**src/rtl/pie_tx_engine_if.sv**
```systemverilog
`default_nettype none
// =============================================================================
// pie_tx_engine_if : data-bit stream into the PIE encoder (valid/ready + last)
// Rev 1.0
// =============================================================================
interface pie_tx_engine_if;
  logic in_dat;
  logic in_vld;
  logic in_last;
  logic in_rdy;

  modport master (output in_dat, output in_vld, output in_last, input in_rdy);
  modport slave  (input in_dat, input in_vld, input in_last, output in_rdy);
endinterface
`default_nettype wire

```
**src/rtl/pie_tx_engine.sv**
```systemverilog
`default_nettype none
// =============================================================================
// pie_tx_engine : run-time programmable PIE encoder (preamble / frame-sync + data)
// Rev 1.0
// =============================================================================
module pie_tx_engine #(
  parameter int   CNT_W      = 8,
  parameter logic IDLE_LEVEL = 1'b1
) (
  input  logic             clk,
  input  logic             rst,
  input  logic             start,
  input  logic             mode,
  input  logic [CNT_W-1:0] cfg_pw,
  input  logic [CNT_W-1:0] cfg_zero,
  input  logic [CNT_W-1:0] cfg_one,
  input  logic [CNT_W-1:0] cfg_rtcal,
  input  logic [CNT_W-1:0] cfg_trcal,
  input  logic [CNT_W-1:0] cfg_delim,
  pie_tx_engine_if.slave   dat_if,
  output logic             out_pie,
  output logic             busy,
  output logic             done,
  output logic             err
);

  typedef enum logic [2:0] {
    S_IDLE  = 3'd0,
    S_DELIM = 3'd1,
    S_DATA0 = 3'd2,
    S_RTCAL = 3'd3,
    S_TRCAL = 3'd4,
    S_DATA  = 3'd5,
    S_FIN   = 3'd6
  } state_t;

  state_t           state_q, state_d;
  logic [CNT_W-1:0] cnt_q, cnt_d;
  logic [CNT_W-1:0] pw_q, pw_d, zero_q, zero_d, one_q, one_d;
  logic [CNT_W-1:0] rtcal_q, rtcal_d, trcal_q, trcal_d, delim_q, delim_d;
  logic             mode_q, mode_d, bit_q, bit_d, last_q, last_d;
  logic             out_pie_q, out_pie_d, busy_q, busy_d, done_q, done_d, err_q, err_d;
  logic             cfg_bad, sym_end, want_bit, in_rdy_c;
  logic [CNT_W-1:0] cur_len, nxt_len;

  // Every symbol must leave room for a high phase ahead of its pw low phase.
  assign cfg_bad = (cfg_pw == '0) || (cfg_zero <= cfg_pw) || (cfg_one <= cfg_pw) ||
                   (cfg_rtcal <= cfg_pw) || (mode && (cfg_trcal <= cfg_pw)) ||
                   (cfg_delim == '0);

  always_comb begin
    case (state_q)
      S_DELIM: cur_len = delim_q;
      S_DATA0: cur_len = zero_q;
      S_RTCAL: cur_len = rtcal_q;
      S_TRCAL: cur_len = trcal_q;
      S_DATA:  cur_len = bit_q ? one_q : zero_q;
      default: cur_len = '0;
    endcase
  end

  assign sym_end = (cnt_q == cur_len);

  always_comb begin
    state_d  = state_q;
    cnt_d    = cnt_q;
    pw_d     = pw_q;
    zero_d   = zero_q;
    one_d    = one_q;
    rtcal_d  = rtcal_q;
    trcal_d  = trcal_q;
    delim_d  = delim_q;
    mode_d   = mode_q;
    bit_d    = bit_q;
    last_d   = last_q;
    err_d    = 1'b0;
    want_bit = 1'b0;
    in_rdy_c = 1'b0;

    case (state_q)
      S_IDLE: begin
        if (start) begin
          if (cfg_bad) begin
            err_d = 1'b1;
          end else begin
            pw_d    = cfg_pw;
            zero_d  = cfg_zero;
            one_d   = cfg_one;
            rtcal_d = cfg_rtcal;
            trcal_d = cfg_trcal;
            delim_d = cfg_delim;
            mode_d  = mode;
            state_d = S_DELIM;
            cnt_d   = CNT_W'(1);
          end
        end
      end
      S_DELIM, S_DATA0, S_RTCAL, S_TRCAL, S_DATA: begin
        cnt_d = cnt_q + CNT_W'(1);
        if (sym_end) begin
          cnt_d = CNT_W'(1);
          case (state_q)
            S_DELIM: state_d = S_DATA0;
            S_DATA0: state_d = S_RTCAL;
            S_RTCAL: begin
              if (mode_q) state_d = S_TRCAL;
              else        want_bit = 1'b1;
            end
            S_TRCAL: want_bit = 1'b1;
            default: begin
              if (last_q) begin
                state_d = S_FIN;
                cnt_d   = '0;
              end else begin
                want_bit = 1'b1;
              end
            end
          endcase
        end
      end
      S_FIN: begin
        state_d = S_IDLE;
        cnt_d   = '0;
      end
      default: begin
        state_d = S_IDLE;
        cnt_d   = '0;
      end
    endcase

    // The accepted bit sizes the very next DATA symbol; no bit means underrun.
    if (want_bit) begin
      in_rdy_c = 1'b1;
      if (dat_if.in_vld) begin
        bit_d   = dat_if.in_dat;
        last_d  = dat_if.in_last;
        state_d = S_DATA;
      end else begin
        err_d   = 1'b1;
        state_d = S_IDLE;
        cnt_d   = '0;
      end
    end
  end

  // Output register follows the next position so out_pie lines up with state_q.
  always_comb begin
    case (state_d)
      S_DELIM: nxt_len = delim_d;
      S_DATA0: nxt_len = zero_d;
      S_RTCAL: nxt_len = rtcal_d;
      S_TRCAL: nxt_len = trcal_d;
      S_DATA:  nxt_len = bit_d ? one_d : zero_d;
      default: nxt_len = '0;
    endcase
    case (state_d)
      S_IDLE, S_FIN: out_pie_d = IDLE_LEVEL;
      S_DELIM:       out_pie_d = 1'b0;
      default:       out_pie_d = (cnt_d <= (nxt_len - pw_d));
    endcase
    busy_d = (state_d != S_IDLE) && (state_d != S_FIN);
    done_d = (state_d == S_FIN);
  end

  always_ff @(posedge clk) begin
    if (rst) begin
      state_q   <= S_IDLE;
      cnt_q     <= '0;
      pw_q      <= '0;
      zero_q    <= '0;
      one_q     <= '0;
      rtcal_q   <= '0;
      trcal_q   <= '0;
      delim_q   <= '0;
      mode_q    <= 1'b0;
      bit_q     <= 1'b0;
      last_q    <= 1'b0;
      out_pie_q <= IDLE_LEVEL;
      busy_q    <= 1'b0;
      done_q    <= 1'b0;
      err_q     <= 1'b0;
    end else begin
      state_q   <= state_d;
      cnt_q     <= cnt_d;
      pw_q      <= pw_d;
      zero_q    <= zero_d;
      one_q     <= one_d;
      rtcal_q   <= rtcal_d;
      trcal_q   <= trcal_d;
      delim_q   <= delim_d;
      mode_q    <= mode_d;
      bit_q     <= bit_d;
      last_q    <= last_d;
      out_pie_q <= out_pie_d;
      busy_q    <= busy_d;
      done_q    <= done_d;
      err_q     <= err_d;
    end
  end

  assign dat_if.in_rdy = in_rdy_c;
  assign out_pie       = out_pie_q;
  assign busy          = busy_q;
  assign done          = done_q;
  assign err           = err_q;

endmodule
`default_nettype wire

```
**src/flat_wrapper.sv**
```systemverilog
// flat-port wrapper written by rule: the top's interface ports become plain ports
module pie_tx_engine_flat 
#(
  parameter int   CNT_W      = 8,
  parameter logic IDLE_LEVEL = 1'b1
)
  (clk, rst, start, mode, cfg_pw, cfg_zero, cfg_one, cfg_rtcal, cfg_trcal, cfg_delim, out_pie, busy, done, err, dat_if_in_dat, dat_if_in_vld, dat_if_in_last, dat_if_in_rdy);
  pie_tx_engine_if dat_if_i ();
  input  logic clk;
  input  logic rst;
  input  logic start;
  input  logic mode;
  input  logic [CNT_W-1:0] cfg_pw;
  input  logic [CNT_W-1:0] cfg_zero;
  input  logic [CNT_W-1:0] cfg_one;
  input  logic [CNT_W-1:0] cfg_rtcal;
  input  logic [CNT_W-1:0] cfg_trcal;
  input  logic [CNT_W-1:0] cfg_delim;
  output logic out_pie;
  output logic busy;
  output logic done;
  output logic err;
  input wire logic [$bits(dat_if_i.in_dat)-1:0] dat_if_in_dat;
  input wire logic [$bits(dat_if_i.in_vld)-1:0] dat_if_in_vld;
  input wire logic [$bits(dat_if_i.in_last)-1:0] dat_if_in_last;
  output wire logic [$bits(dat_if_i.in_rdy)-1:0] dat_if_in_rdy;
  assign dat_if_i.in_dat = dat_if_in_dat;
  assign dat_if_i.in_vld = dat_if_in_vld;
  assign dat_if_i.in_last = dat_if_in_last;
  assign dat_if_in_rdy = dat_if_i.in_rdy;
  pie_tx_engine #(.CNT_W(CNT_W), .IDLE_LEVEL(IDLE_LEVEL)) u_core (.clk(clk), .rst(rst), .start(start), .mode(mode), .cfg_pw(cfg_pw), .cfg_zero(cfg_zero), .cfg_one(cfg_one), .cfg_rtcal(cfg_rtcal), .cfg_trcal(cfg_trcal), .cfg_delim(cfg_delim), .dat_if(dat_if_i), .out_pie(out_pie), .busy(busy), .done(done), .err(err));
endmodule
```
**config.mk**
```make
export PLATFORM = sky130hd
export DESIGN_NAME = pie_tx_engine_flat
export DESIGN_NICKNAME = d
export VERILOG_FILES = /design/src/rtl/pie_tx_engine_if.sv /design/src/rtl/pie_tx_engine.sv /design/src/flat_wrapper.sv
export SDC_FILE = /design/constraint.sdc
export NUM_CORES = 1
export LEC_CHECK = 0
export ABC_AREA = 1
export CAP_MARGIN = 5
export CORE_ASPECT_RATIO = 0.6
export CORE_MARGIN = 1.5
export CORE_UTILIZATION = 35
export CTS_CLUSTER_DIAMETER = 30
export CTS_CLUSTER_SIZE = 30
export DETAILED_ROUTE_END_ITERATION = 12
export GPL_ROUTABILITY_DRIVEN = 0
export PLACE_DENSITY_LB_ADDON = 0.12
export SLEW_MARGIN = 15
export SYNTH_ARGS = -nofsm -noshare
export SYNTH_HDL_FRONTEND = slang
export SYNTH_SLANG_ARGS = --single-unit
```
**constraint.sdc**
```tcl
create_clock -name clk -period 16.7 [get_ports clk]
set_input_delay 3.34 -clock clk [delete_from_list [all_inputs] [get_ports clk]]
set_output_delay 3.34 -clock clk [all_outputs]
set_load 0.02 [all_outputs]
```
==> impl_metrics.ini, run 1 <==
[outcome]
outcome = completed

[route]
initialDrtViolationCount = 471
wire_per_inst_um = 17.3
firstDrtPassIters = 5
routed_via_density = 5.23
antenna_left = 0
drc_errors = 0
vias = 5315
routed_wl_um = 17600

[clock_tree]
cts-root-buf = clkbuf_16
cts_sinks = 66
cts.hold.buffers_added = 0
cts_tree = built
cts_made_buffers = 9
cts_setup_buffers = 0
htree_levels = 3
clkTransAtPathRegs_ps = 50
post_cts_resized = 0
cts.path.max_buffers = 2
clock_latency_ps = 330

[die]
core.rowCount = 33
initial_core_util = 0.365
io_pins = 60
core_area_mm2 = 0.0139
die_w_um = 159
die_area_mm2 = 0.0153
die_h_um = 96.3

[grt]
grt_pass1_wl_um = 27300
grtUsageTotal = 0.243
grt_start_max_net_pins = 66
grt_pass1_vias = 4976
grt_overflow = 0
antenna_found_initial = 0

[yosys]
yosysSeqAreaShare = 0.260
syn-num-nets = 875
synth_xor_area_frac = 0.0155
synth_area_mm2 = 0.00508
syn_inst = 771
synth_edf_count = 0
avgSynthCellArea_um2 = 6.59
async_flop_share = 0
synth_top_area_frac = 0.260
synthFlopType = dfxtp_1
synth_top_family_by_area = simple AND/OR/NAND/NOR gates
ys_types = 45
yosysTopAreaCell = dfxtp_1
synth-seq-cells = 66
yosysWarnings = 0
synthAdderAreaFrac = 0.122
synth_mux_area_frac = 0.0177
yosys-top-cells-area = dfxtp_1, nand2_1, ha_1
synth_compound_area_frac = 0.109
synth-simple-area-share = 0.387

[pwr]
vdd_ir_drop_max_v = 0.0000547
power_uw = 670
powerDensity_mw_per_mm2 = 109
p_leak_nw = 3.04

[timing]
tns_ps = 0
fin_crit_sh = 0.557
finalClockSkew_ps = 7.33
rsz0062_at_grt = false
finalHoldWorstSlack_ps = 484
slew_viol_final = 0
slew_headroom = 0.502
hold_viol = 0
final-setup-viol-count = 0
fmaxAchievable_mhz = 108
period_minus_slack_ps = 9300
tightest_slew_ps = 748

[placed_design]
port_buffers = 59
post_dp_cell_area_mm2 = 0.00583
dp_hpwl_um = 14000

[min_path]
hold_class = register to register

[critical_path]
critPathLaunchType = primary input
cp_max_fo = 42
cp_common_cell = nand2_1
cpPeakStageDelay_ps = 470
cp_data_arrival_time_ps = 9560
worstPathRequired_ps = 16970
setup.worst_path.end_class = register
slowest_stage = nor3_4
path_class = primary input to register

[cells_and_area]
nFillCells = 1462
final_common_cell = nand2_1
final_area_mm2 = 0.00614
syn2layout_area_growth_pct = 20.8
nets = 925
final_cell_mix = nand2_1, nor2_1, inv_1
antennaDiodeCount = 0
final_layout_size_suffix_gt1_frac = 0.0933

[job]
cap_violations = 0
==> kinds of logic after synthesis <==
family / Yosys count
DFF: 66
xor gates and xnor gates: 9
and+or+nand+nor: 419
AOI/OAI and AO/OA: 103
muxes: 9
adders and majority gates: 49
buffers and inverters: 116
==> final timing paths <==
check | from | endpoint | slack, ps | cells after the start
worst min register to register | u_core.mode_q | u_core.mode_q | 480 | 2
worst max register to register | u_core.state_q[2] | u_core.out_pie | 10240 | 38
worst max-delay path | cfg_pw[3] | u_core.out_pie | 7400 | 38
worst min-delay path | u_core.mode_q | u_core.mode_q | 480 | 2
==> power by group <==
group	internal (mW)	leakage, nW	switching, mW	total (mW)
Combinational	0.0947	2.36	0.196	0.291
Clock	0.127	0.152	0.0692	0.196
Sequential	0.168	0.533	0.0146	0.183
Total	0.390	3.04	0.280	0.670
==> state kept, by name, summed over array words and instances, names as in the netlist, 3 cells and up <==
name / count
u_core.one_q: 8
u_core.rtcal_q: 8
u_core.cnt_q: 8
u_core.pw_q: 8
u_core.zero_q: 8
u_core.delim_q: 8
u_core.trcal_q: 8
u_core.state_q: 3
==> layer usage <==
layer	part of all wire	wire, µm	global-route usage
met1	0.51	9010	0.360
met2	0.38	6760	0.345
met3	0.093	1630	0.0693
met4	0.011	193	0.0452
met5	0	0	0
==> critical path: cells and delay by family <==
| kind | cells | cell delay [ps] |
|---|---|---|
| adder cells (fa/ha/maj) | 3 | 960 |
| XOR/XNOR | 1 | 160 |
| AND/OR/NAND/NOR | 18 | 2160 |
| buffers and inverters | 6 | 1090 |
| AO/OA/AOI/OAI | 10 | 1830 |
==> synthesized netlist by cell type (7+ instances only) <==
master	count
nand2_2	9
dfxtp_1	66
o21ai_1	8
nand4_1	15
nand3_1	49
nand3b_1	7
or2_2	21
nand2_1	193
nor4_1	8
inv_1	86
ha_1	48
a21oi_1	33
clkbuf_1	16
nor2_1	87
o21ai_0	47
mux2i_1	9
==> layout make-up <==
| cell class | count | area (µm²) | share of cell area |
|---|---|---|---|
| multi-input cells | 589 | 3310 | 0.539 |
| flip-flops and latches | 66 | 1320 | 0.215 |
| repair buffers | 62 | 608 | 0.0991 |
| inverters | 93 | 353 | 0.0575 |
| clock buffers | 13 | 270 | 0.0440 |
| well taps | 192 | 240 | 0.0391 |
| clock inverters | 2 | 35.0 | 0.00571 |
==> through the flow <==
step | util | instances | setup WS, ps
floorplan | - | 771 | 9050
global placement | 0.419 | 1002 | 7420
detailed placement | 0.419 | 1002 | 7200
CTS | 0.441 | 1017 | 7540
global route | 0.441 | 1017 | 6950
finish | 0.441 | 1017 | 7400
(Power assumes the default switching activity.)
==> run 2: changes to the inputs <==
- clock period: 16.7 -> 8.4 ns (I/O delays scaled with it)
==> impl_metrics.ini, run 2 (synthesis results as in run 1) <==
[timing]
rsz0062_at_grt = false
hold_viol = 0
tightest_slew_ps = 731
fmaxAchievable_mhz = 135
slew_viol_final = 0
tns_ps = 0
finalClockSkew_ps = 6.79
fin_crit_sh = 0.882
final-setup-viol-count = 0
period_minus_slack_ps = 7410
slew_headroom = 0.512

[critical_path]
slowest_stage = clkdlybuf4s50_1
crit_family = simple AND/OR/NAND/NOR gates
cp_max_fo = 41
r2r_start = u_core.state_q[2]
cp_data_arrival_time_ps = 7680
cp_common_cell = nand2_1
worstPathRequired_ps = 8670
path_class = primary input to register
crit_buf_inv = 6
critPathLaunch = cfg_pw[3]
cpPeakStageDelay_ps = 450
setup.worst_path.end_class = register
critPathLaunchType = primary input

[placed_design]
dp_hpwl_um = 14000
port_buffers = 59
placed_cells = 1003

[clock_tree]
clkTransAtPathRegs_ps = 60
clock_latency_ps = 340
cts-root-buf = clkbuf_16
post_cts_resized = 0
cts_sinks = 66
cts_setup_buffers = 0
cts.path.max_buffers = 2
htree_levels = 3
cts_tree = built
cts.hold.buffers_added = 0
cts_made_buffers = 9

[route]
firstDrtPassIters = 5
drc_errors = 0
routed_via_density = 5.17
routed_wl_um = 17400
initialDrtViolationCount = 372
vias = 5265
antenna_left = 0
wire_per_inst_um = 17.1

[die]
die_area_mm2 = 0.0153
io_pins = 60
die_h_um = 96.3
die_w_um = 159
core_area_mm2 = 0.0139
initial_core_util = 0.365
core.rowCount = 33

[min_path]
hold_start = u_core.mode_q
hold_class = register to register

[grt]
grt_start_max_net_pins = 66
grt_pass1_wl_um = 27100
grt_overflow = 0
grt_pass1_vias = 4971
antenna_found_initial = 0
grtUsageTotal = 0.242

[cells_and_area]
stdcell_count = 1019
final_layout_size_suffix_gt1_frac = 0.0967
syn2layout_area_growth_pct = 21.6
antennaDiodeCount = 0
final_common_cell = nand2_1
nFillCells = 1455
nets = 926
final_cell_mix = nand2_1, nor2_1, inv_1

[pwr]
powerDensity_mw_per_mm2 = 220
vdd_ir_drop_max_v = 0.0000997
p_leak_nw = 3.06

[outcome]
outcome = completed

[job]
cap_violations = 0
-- run 2: where the power goes --
group | switching (mW) | internal (mW) | total, mW
registers | 0.0304 | 0.335 | 0.365
clock network | 0.146 | 0.284 | 0.430
logic | 0.377 | 0.188 | 0.565
-- run 2: through the flow --
stage	setup WS (ps)	util	hold slack (ps)	area [µm²]	power, mW
floorplan	2410	-	440	5080	0.771
global placement	881	0.420	484	5840	0.921
detailed placement	753	0.420	492	5840	0.926
CTS	1110	0.444	501	6180	1.36
global route	571	0.444	525	6180	1.44
finish	988	0.444	498	6180	1.36
-- run 2: layout make-up --
cell class	instances	area, µm²	area share
Sequential cell	66	1320	0.214
Tap cell	192	240	0.0389
Inverter	93	353	0.0571
Clock buffer	12	267	0.0431
Multi-Input combinational cell	589	3310	0.536
Timing Repair Buffer	63	616	0.0996
Clock inverter	4	72.6	0.0117
-- run 2: tightest hold or removal path: cells and delay by family (launching register included) --
| kind | cells | cell delay (ps) |
|---|---|---|
| buffers and inverters | 1 | 80 |
| DFF | 1 | 290 |
| AOI/OAI and AO/OA | 1 | 70 |
-- run 2: path summary, 6_finish.rpt --
path / to / slack (ps) / depth (start not counted)
worst max-delay path: u_core.out_pie / 990 / 38
worst min-delay path: u_core.mode_q / 500 / 2
worst max register to register: u_core.out_pie / 2150 / 38
worst min register to register: u_core.mode_q / 500 / 2
-- run 2: routing by layer --
metal  part of all wire  vias to the layer above  track usage
met2               0.39                      183        0.347
met5                  0                        -            0
met1               0.52                     2448        0.361
met4              0.012                        0       0.0537
met3              0.081                       14       0.0536
li1                   -                     2620            -
==> run 3: changes to the inputs <==
- PLACE_DENSITY_LB_ADDON: 0.12 -> unset
- SLEW_MARGIN: 15 -> 20
==> impl_metrics.ini, run 3 (synthesis results as in run 1) <==
[die]
die_area_mm2 = 0.0153
die_w_um = 159
io_pins = 60
core.rowCount = 33
initial_core_util = 0.365
core_area_mm2 = 0.0139
die_h_um = 96.3

[critical_path]
cp_max_fo = 36
cp_data_arrival_time_ps = 7710
critPathLaunchType = primary input
rrSetupSlack_ps = 2150
cp_common_cell = nand2_1
r2r_start = u_core.state_q[2]
slowest_stage = inv_1
worstPathRequired_ps = 8680
path_class = primary input to register
cpPeakStageDelay_ps = 440
setup.worst_path.end_class = register
reg2reg_depth = 38
reg2reg_to = u_core.out_pie

[timing]
tns_ps = 0
hold_viol = 0
finalClockSkew_ps = 9.21
fmaxAchievable_mhz = 135
rsz0062_at_grt = false
fin_crit_sh = 0.885
finalHoldWorstSlack_ps = 502
slew_headroom = 0.503
slew_viol_final = 0
tightest_slew_ps = 746
final-setup-viol-count = 0
period_minus_slack_ps = 7430

[grt]
antenna_found_initial = 0
grt_overflow = 0
grt_pass1_wl_um = 25700
grtUsageTotal = 0.229
grt_pass1_vias = 4657
grt_start_max_net_pins = 66

[clock_tree]
clock_latency_ps = 340
cts_sinks = 66
cts_made_buffers = 9
htree_levels = 3
cts.path.max_buffers = 2
post_cts_resized = 0
cts.hold.buffers_added = 0
cts_setup_buffers = 0
cts_tree = built
cts-root-buf = clkbuf_16
clkTransAtPathRegs_ps = 60

[cells_and_area]
nets = 926
antennaDiodeCount = 0
nFillCells = 1442
final_cell_mix = nand2_1, nor2_1, inv_1
final_layout_size_suffix_gt1_frac = 0.0967
final_common_cell = nand2_1
syn2layout_area_growth_pct = 21.6

[placed_design]
dp_hpwl_um = 13000
port_buffers = 59

[pwr]
powerDensity_mw_per_mm2 = 220
p_leak_nw = 3.06
vdd_ir_drop_max_v = 0.000114

[route]
antenna_left = 0
wire_per_inst_um = 16.1
firstDrtPassIters = 5
routed_via_density = 5.08
routed_wl_um = 16400
drc_errors = 0
initialDrtViolationCount = 524
vias = 5180

[min_path]
hold_start = u_core.one_q[7]
whs_endpoint = u_core.one_q[7]
min_path_cells = 2
hold_class = register to register

[outcome]
outcome = completed

[job]
cap_violations = 0
==> run 3: cell types whose count changed in the layout (fill, tap and decap cells not counted), sizes merged <==
cell | previous run | this run
clkbuf | 12 | 11
inv | 92 | 93
==> run 3: layout make-up <==
| type | count | area, µm² | share of cell area |
|---|---|---|---|
| Inverter | 93 | 353 | 0.0571 |
| Clock buffer | 11 | 253 | 0.0409 |
| Sequential cell | 66 | 1320 | 0.214 |
| Tap cell | 192 | 240 | 0.0389 |
| Timing Repair Buffer | 63 | 616 | 0.0996 |
| Clock inverter | 5 | 85.1 | 0.0138 |
| Multi-Input combinational cell | 589 | 3310 | 0.536 |
==> run 3: worst max path at each step <==
stage	depth (start not counted)	startpoint	end
5_1_grt	37	cfg_pw[6]	u_core.out_pie
4_1_cts	37	cfg_pw[6]	u_core.out_pie
3_5_place_dp	37	cfg_pw[6]	u_core.out_pie
3_3_place_gp	37	cfg_pw[6]	u_core.out_pie
6_report	37	cfg_pw[6]	u_core.out_pie
2_1_floorplan	33	cfg_pw[7]	u_core.out_pie
==> run 3: critical path, delay by kind of cell <==
family | cells | cell delay (ps)
AOI/OAI and AO/OA | 10 | 1610
xor gates and xnor gates | 1 | 170
adders and majority gates | 3 | 800
buffers and inverters | 6 | 1630
and+or+nand+nor | 17 | 1800
==> run 3: layer usage <==
metal / track usage / vias to the layer above / routed length, µm
met1: 0.351 / 2358 / 8560
met5: 0 / - / 0
li1: - / 2611 / -
met2: 0.309 / 199 / 6140
met3: 0.0612 / 12 / 1520
met4: 0.0514 / 0 / 159
==> run 3: power breakdown <==
part	switching [mW]	internal, mW	total (mW)
Combinational	0.380	0.189	0.568
Sequential	0.0290	0.334	0.363
Clock	0.152	0.278	0.430
Total	0.561	0.801	1.36
==> run 3: stage by stage <==
stage	std cells	setup WS [ps]	instance area (µm²)	util	power [mW]
after floorplan	771	2410	5080	-	0.771
after global placement	1003	790	5840	0.420	0.932
after detailed placement	1003	710	5840	0.420	0.930
after CTS	1019	1050	6180	0.444	1.36
after global routing	1019	377	6180	0.444	1.45
final	1019	970	6180	0.444	1.36
